`src/rtl/cpu_fetch_queue_pkg.sv`:
```
// Shared fetch/decode types for the decode-side fetch queue.
package cpu_fetch_queue_pkg;

    typedef struct packed {
        logic [31:0] tag;
        logic [31:0] instruction;
        logic [31:0] pc;
    } fetch_data_t;

    localparam int FETCH_DATA_W = $bits(fetch_data_t);

endpackage

```
`src/rtl/cpu_fetch_queue_if.sv`:
```
// Fetch-to-decode link: fetch output/stall on one side, decode valid/ready stream on the other.
interface cpu_fetch_queue_if #(
    parameter int DEPTH_LOG2 = 2
);
    import cpu_fetch_queue_pkg::*;

    // Decode stream: an entry transfers on any cycle where o_valid && i_ready;
    // o_data holds the head and stays stable while o_valid && !i_ready.
    fetch_data_t           i_data;
    logic                  o_busy;
    logic                  i_flush;
    logic                  o_valid;
    fetch_data_t           o_data;
    logic                  i_ready;
    logic [DEPTH_LOG2:0]   o_count;

    modport slave (
        input  i_data, i_flush, i_ready,
        output o_busy, o_valid, o_data, o_count
    );

    modport master (
        output i_data, i_flush, i_ready,
        input  o_busy, o_valid, o_data, o_count
    );

endinterface

```
`src/rtl/cpu_fetch_queue_mem.sv`:
```
// Register-array storage for the fetch queue: one write port, one asynchronous read port.
module cpu_fetch_queue_mem
    import cpu_fetch_queue_pkg::*;
#(
    parameter int DEPTH_LOG2 = 2
) (
    input  logic                  i_clock,
    input  logic                  wr_en,
    input  logic [DEPTH_LOG2-1:0] wr_addr,
    input  fetch_data_t           wr_data,
    input  logic [DEPTH_LOG2-1:0] rd_addr,
    output fetch_data_t           rd_data
);
    localparam int DEPTH = 1 << DEPTH_LOG2;

    fetch_data_t mem [DEPTH];

    always_ff @(posedge i_clock) begin
        if (wr_en) begin
            mem[wr_addr] <= wr_data;
        end
    end

    assign rd_data = mem[rd_addr];

endmodule

```
`src/rtl/cpu_fetch_queue.sv`:
```
// Decode-side fetch receiver: detects new instructions by tag change and buffers them
// in a small FWFT FIFO, back-pressuring fetch early enough that nothing is lost.
module cpu_fetch_queue
    import cpu_fetch_queue_pkg::*;
#(
    parameter int DEPTH_LOG2 = 2
) (
    input  logic               i_clock,
    input  logic               i_reset,
    cpu_fetch_queue_if.slave   bus
);
    localparam int DEPTH = 1 << DEPTH_LOG2;
    localparam logic [DEPTH_LOG2:0] DEPTH_C    = DEPTH[DEPTH_LOG2:0];
    localparam logic [DEPTH_LOG2:0] BUSY_LEVEL = DEPTH_C - 1'b1;

    logic [31:0]           last_tag;
    logic [DEPTH_LOG2-1:0] wr_ptr;
    logic [DEPTH_LOG2-1:0] rd_ptr;
    logic [DEPTH_LOG2:0]   count;
    logic                  push;
    logic                  pop;
    logic                  full;
    logic                  valid;
    logic                  wr_en;
    fetch_data_t           rd_data;

    assign push  = (bus.i_data.tag != last_tag);
    assign full  = (count == DEPTH_C);
    assign valid = (count != '0);
    assign pop   = valid && bus.i_ready;
    assign wr_en = push && !full && !bus.i_flush;

    always_ff @(posedge i_clock) begin
        if (i_reset) begin
            last_tag <= '0;
            wr_ptr   <= '0;
            rd_ptr   <= '0;
            count    <= '0;
        end else if (bus.i_flush) begin
            // Adopting the visible tag discards the entry fetch is currently presenting.
            last_tag <= bus.i_data.tag;
            wr_ptr   <= '0;
            rd_ptr   <= '0;
            count    <= '0;
        end else begin
            if (push) begin
                last_tag <= bus.i_data.tag;
            end
            if (wr_en) begin
                wr_ptr <= wr_ptr + 1'b1;
            end
            if (pop) begin
                rd_ptr <= rd_ptr + 1'b1;
            end
            case ({wr_en, pop})
                2'b10:   count <= count + 1'b1;
                2'b01:   count <= count - 1'b1;
                default: count <= count;
            endcase
        end
    end

    cpu_fetch_queue_mem #(.DEPTH_LOG2(DEPTH_LOG2)) u_mem (
        .i_clock (i_clock),
        .wr_en   (wr_en),
        .wr_addr (wr_ptr),
        .wr_data (bus.i_data),
        .rd_addr (rd_ptr),
        .rd_data (rd_data)
    );

    // Busy one entry early: fetch may still land one capture after seeing it.
    assign bus.o_busy  = (count >= BUSY_LEVEL);
    assign bus.o_valid = valid;
    assign bus.o_data  = valid ? rd_data : '0;
    assign bus.o_count = count;

    no_overflow: assert property (@(posedge i_clock) disable iff (i_reset)
        !(push && full && !bus.i_flush));

endmodule

```
`src/flat_wrapper.sv`:
```
// flat-port wrapper written by rule: the top's interface ports become plain ports
module cpu_fetch_queue_flat import cpu_fetch_queue_pkg::*;
#(
    parameter int DEPTH_LOG2 = 2
)
  (i_clock, i_reset, bus_i_data, bus_i_flush, bus_i_ready, bus_o_busy, bus_o_valid, bus_o_data, bus_o_count);
  cpu_fetch_queue_if #(.DEPTH_LOG2(DEPTH_LOG2)) bus_i ();
  input  logic i_clock;
  input  logic i_reset;
  input wire logic [$bits(bus_i.i_data)-1:0] bus_i_data;
  input wire logic [$bits(bus_i.i_flush)-1:0] bus_i_flush;
  input wire logic [$bits(bus_i.i_ready)-1:0] bus_i_ready;
  output wire logic [$bits(bus_i.o_busy)-1:0] bus_o_busy;
  output wire logic [$bits(bus_i.o_valid)-1:0] bus_o_valid;
  output wire logic [$bits(bus_i.o_data)-1:0] bus_o_data;
  output wire logic [$bits(bus_i.o_count)-1:0] bus_o_count;
  assign bus_i.i_data = bus_i_data;
  assign bus_i.i_flush = bus_i_flush;
  assign bus_i.i_ready = bus_i_ready;
  assign bus_o_busy = bus_i.o_busy;
  assign bus_o_valid = bus_i.o_valid;
  assign bus_o_data = bus_i.o_data;
  assign bus_o_count = bus_i.o_count;
  cpu_fetch_queue #(.DEPTH_LOG2(DEPTH_LOG2)) u_core (.i_clock(i_clock), .i_reset(i_reset), .bus(bus_i));
endmodule
```
`config.mk`:
```
export PLATFORM = sky130hd
export DESIGN_NAME = cpu_fetch_queue_flat
export DESIGN_NICKNAME = d
export VERILOG_FILES = /design/src/rtl/cpu_fetch_queue_pkg.sv /design/src/rtl/cpu_fetch_queue_if.sv /design/src/rtl/cpu_fetch_queue_mem.sv /design/src/rtl/cpu_fetch_queue.sv /design/src/flat_wrapper.sv
export SDC_FILE = /design/constraint.sdc
export NUM_CORES = 1
export LEC_CHECK = 0
export CORE_MARGIN = 2
export CORE_UTILIZATION = 44
export DETAILED_ROUTE_END_ITERATION = 8
export DONT_BUFFER_PORTS = 1
export GPL_ROUTABILITY_DRIVEN = 0
export GPL_TIMING_DRIVEN = 0
export PLACE_DENSITY = 0.63
export SETUP_SLACK_MARGIN = 0.3
export SYNTH_ARGS = -nofsm -noshare
export SYNTH_HDL_FRONTEND = slang
export SYNTH_SLANG_ARGS = --single-unit
```
`constraint.sdc`:
```
create_clock -name i_clock -period 9.6 [get_ports i_clock]
set_input_delay 1.44 -clock i_clock [delete_from_list [all_inputs] [get_ports i_clock]]
set_output_delay 1.44 -clock i_clock [all_outputs]
set_load 0.05 [all_outputs]
```
==> run summary, run 1 <==
On the critical path the largest part of the delay comes from buffers and inverters. In this run the tightest slew margin relative to its limit is 0.306. The via total after detailed routing is ~7,000. Clock latency on the worst-skew pair, taken at its later pin, is 0.57 ns. The number of antenna violations at the first check in global routing is 0. The number of failing setup endpoints in the final timing report is 0.

The share of the synthesized area in the top cell type is 0.713. The minimum setup slack in the final design came out at 4.72 ns. The number of nets produced by synthesis is between 800 and 900. The count of buffer and inverter cells on the critical path is 3. Counting cells, the worst reg-to-reg path comes to 11. The startpoint type of the worst setup path is a register. The hold violation count in the final report was 0. Post-CTS repair changed the size of 0 cells. The maximum resistive drop on vdd is roughly 0.00015 V. Setup repair after global routing left no endpoint under its margin.

The area used by multi-input combinational logic is between 3000 and 4000 um2. The number of warning messages in the yosys log came out at 0. The path type of the worst min-delay path is reg -> reg. The count of clock tree sinks is ~430. The die width is slightly below 200 um. The region available for standard cell placement spans approximately 36,000 um2. For hold timing, the worst endpoint is u_core.wr_ptr[0]$_SDFFE_PP0P_. The number of DRC markers after the initial detailed-route iteration is approximately 320. The number of buffers inserted to repair setup after CTS is 0. The critical path goes through or3_1 -> buf_2 -> clkbuf_1 -> clkbuf_1 -> and2_1.

The level count of the clock H-tree came out at 2. The flip-flop and latch count after synthesis is ~430. In this run the power density over the cells is approximately 220 nW/um2. The run finished with clean final reports.

The worst hold path begins at u_core.wr_ptr[0]$_SDFFE_PP0P_. Final hold analysis gives a worst-case slack of ~0.5 ns. The global-route usage over all layers is 0.171. After synthesis, the cell types taking the most area are sky130_fd_sc_hd__edfxtp_1 (71%), sky130_fd_sc_hd__mux4_2 (13%), sky130_fd_sc_hd__dfxtp_1 (5.1%), sky130_fd_sc_hd__and2_1 (3.9%), sky130_fd_sc_hd__xnor2_1 (1.8%). The synthesized netlist occupies a cell area of 16,200 um2.

The count of nets left with antenna violations once routing finished came out at 0. The worst slack after detailed placement came out at 5.15 ns. For this run, the register share of the synthesized area comes to 0.764. The effective utilization at floorplan came out at 0.444. The setup total negative slack came out at 0 ns. Of the available clock period, the critical path in the final layout requires 0.508. The number of detailed-route iterations in the first pass came out at 4. Entering global routing, the biggest net connects 52 pins.

The max-slew violation count came out at 0. The detailed-placement wirelength estimate came out at ~20 mm. The total wire length after detailed routing is around 32 mm.

The largest area contributor in the netlist is sky130_fd_sc_hd__edfxtp_1. The remaining design rule violation count is 0. TritonCTS built the clock tree.

The total of max-cap violations is 0. The synthesis-to-layout area growth is 13.7%. The share of layout cells above drive strength 1 is 0.219. The highest fanout seen on the critical path is 10. The number of hold buffers added after CTS was 0. STA classifies the critical path endpoint as an output port. The area used by sequential logic in the layout is approximately 12,000 um2. Counting the buffers created by CTS gives 44. The average detailed-routed wire length per instance came out at approximately 24 um. The first global-routing pass estimated about 48 mm of wire. The setup slack on the worst flop-to-flop path is 6.53 ns. The number of instances in the synthesized netlist came out at slightly below 800. Clock-pin slew was measured on the worst setup and hold paths at roughly 0.06 ns. The floorplan die area came out at ~38,000 um2. The worst endpoint required time is 8.16 ns.

Fill cells in the final layout number roughly 2,900. The total number of nets in the final design came out at a little over 900. The critical path class is reg -> out. The transition at the pin with the smallest max-transition slack is 1.04 ns. 0 antenna diodes ended up in the layout. The clock period could shrink to approximately 5 ns.

The die span in y is about 200 um. The cell seen most often among critical-path stages is sky130_fd_sc_hd__clkbuf_1. The arrival time of data at the critical path endpoint is between 3 and 4 ns. The cell at the slowest stage of the critical path is sky130_fd_sc_hd__dfxtp_1. The tree is rooted in a sky130_fd_sc_hd__clkbuf_16. The number of global-route vias before repair is 7,538. The number of vias per cell came out at roughly 5.3.

Row generation in the floorplan step produced 70 rows. In this run the deepest clock path goes through 3 buffers. Input and output buffers added on the ports amount to 0. The stage delay of the slowest cell on the critical path is between 0.7 and 0.8 ns. The synthesized area per cell came out at around 21 um2.

In this run the worst setup path begins at u_core.bus.o_count[2]$_SDFFE_PP0P_. In this run the critical register-to-register path is captured at u_core.bus.o_count[2]$_SDFFE_PP0P_. Between clock sinks in the finished design, the worst skew comes to between 0.02 and 0.025 ns. The number of different library cells in the post-synthesis netlist came out at 26. The cell depth of the worst min-delay path is 2. The remaining global-route overflow came out at 0. The leakage power of the design came out at approximately 0.0058 uW. The worst register-to-register path begins at u_core.last_tag[9]$_SDFFE_PP0P_. Based on the critical path, the design can be clocked at up to approximately 200 MHz. During I/O placement, the number of pins put on the boundary was around 200.
through the flow:
stage / area [um2] / cells / power (uW) / utilization
floorplan: 16200 / 772 / 2330 / -
global placement: 16700 / 1240 / 2380 / 0.460
detailed placement: 16900 / 1245 / 2380 / 0.464
CTS: 18400 / 1323 / 4140 / 0.505
global route: 18400 / 1323 / 4220 / 0.505
finish: 18400 / 1323 / 4090 / 0.505
logic make-up after synthesis:
| kind of cell | count (synthesis) | share of synthesized area |
|---|---|---|
| multiplexers | 98 | 0.135 |
| adder cells (fa/ha/maj) | 6 | 0.00511 |
| AO/OA/AOI/OAI | 5 | 0.00232 |
| buffers and inverters | 43 | 0.0142 |
| flip-flops | 425 | 0.764 |
| AND/OR/NAND/NOR | 159 | 0.0597 |
| XOR/XNOR | 36 | 0.0195 |
worst register-to-register path, stage by stage (launching register included):
cell and delay [ns]:
sky130_fd_sc_hd__dfxtp_1 0.30, sky130_fd_sc_hd__xnor2_1 0.22, sky130_fd_sc_hd__nand4_1 0.17, sky130_fd_sc_hd__nor4_1 0.73
sky130_fd_sc_hd__a221oi_2 0.25, sky130_fd_sc_hd__inv_1 0.12, sky130_fd_sc_hd__ha_1 0.19, sky130_fd_sc_hd__inv_1 0.06
sky130_fd_sc_hd__fa_1 0.37, sky130_fd_sc_hd__xor2_1 0.16, sky130_fd_sc_hd__or3_1 0.31, sky130_fd_sc_hd__a21oi_1 0.14
how the worst max path moves through the flow:
stage / to / slack [ns] / depth (start not counted)
4_1_cts: bus_o_data[66] / 4.52 / 5
5_1_grt: bus_o_data[70] / 4.46 / 5
3_5_place_dp: bus_o_data[66] / 5.15 / 5
6_report: bus_o_data[66] / 4.72 / 5
3_3_place_gp: u_core.u_mem.mem[1][49]$_DFFE_PP_ / 2.39 / 5
2_1_floorplan: u_core.u_mem.mem[0][0]$_DFFE_PP_ / 4.74 / 5
power breakdown:
part           internal [uW]  switching [uW]  leakage, uW
Combinational           72.4             179      0.00122
Clock                   1070             679     0.000710
Sequential              2070            14.3      0.00387
Total                   3220             872      0.00579
routing by layer:
layer,global-route usage,routed length (um),vias up
met3,0.0684,2930,50
li1,-,-,3137
met2,0.285,15900,210
met4,0.0564,688,0
met1,0.204,12500,3621
met5,0,0,-
flip-flops by register name, summed over array words and instances, names as in the netlist, named ones only:
signal              cells
u_core.bus.o_count      3
u_core.wr_ptr           2
u_core.rd_ptr           2
u_core.last_tag        32
u_core.u_mem.mem      384
cells in the final DEF (no fill, tap or decap), drive strengths merged:
cell type	instances
nand4	8
or3	2
fa	1
clkinvlp	3
bufinv	7
inv	8
mux2i	2
clkbuf	80
nor2	8
and2	101
a21oi	2
buf	23
xnor2	33
or2	1
nand2	5
nor2b	32
nor4	2
a21o	1
ha	5
o21ai	1
xor2	3
mux4	96
clkinv	5
edfxtp	384
a221oi	1
dfxtp	41
area by class of cell:
| class | count | share of cell area |
|---|---|---|
| sequential | 425 | 0.672 |
| multi-input combinational | 304 | 0.195 |
| clock buffer | 61 | 0.0662 |
| tap | 468 | 0.0319 |
| clock inverter | 17 | 0.0147 |
| buffer | 37 | 0.0113 |
| timing repair buffer | 5 | 0.00749 |
| inverter | 6 | 0.00123 |
synthesized netlist by cell type, drive strengths merged:
cell	instances
a21o	1
a21oi	2
a221oi	1
and2	101
buf	18
clkbuf	19
dfxtp	41
edfxtp	384
fa	1
ha	5
inv	6
mux2i	2
mux4	96
nand2	5
nand4	8
nor2	8
nor2b	32
nor4	2
o21ai	1
or2	1
or3	2
xnor2	33
xor2	3
(Power assumes the default switching activity.)
==> inputs of run 2 (changes only) <==
==> constraint.sdc (replaced) <==
create_clock -name i_clock -period 5.1 [get_ports i_clock]
set_input_delay 0.765 -clock i_clock [delete_from_list [all_inputs] [get_ports i_clock]]
set_output_delay 0.765 -clock i_clock [all_outputs]
set_load 0.05 [all_outputs]
==> results of run 2 <==
Same layout as run 1 (identical final DEF). Status: finished, final reports clean.
Among the figures that moved: setup slack after placement 5.15 ns -> 1.32 ns; setup slack after layout 4.72 ns -> 0.896 ns; hold slack 0.498 ns -> 0.264 ns; register-to-register setup slack 6.53 ns -> 2.03 ns; end point of the worst hold path u_core.wr_ptr[0]$_SDFFE_PP0P_ -> u_core.last_tag[10]$_SDFFE_PP0P_; total power 4090 uW -> 7700 uW; worst IR drop on VDD 0.000149 V -> 0.000280 V
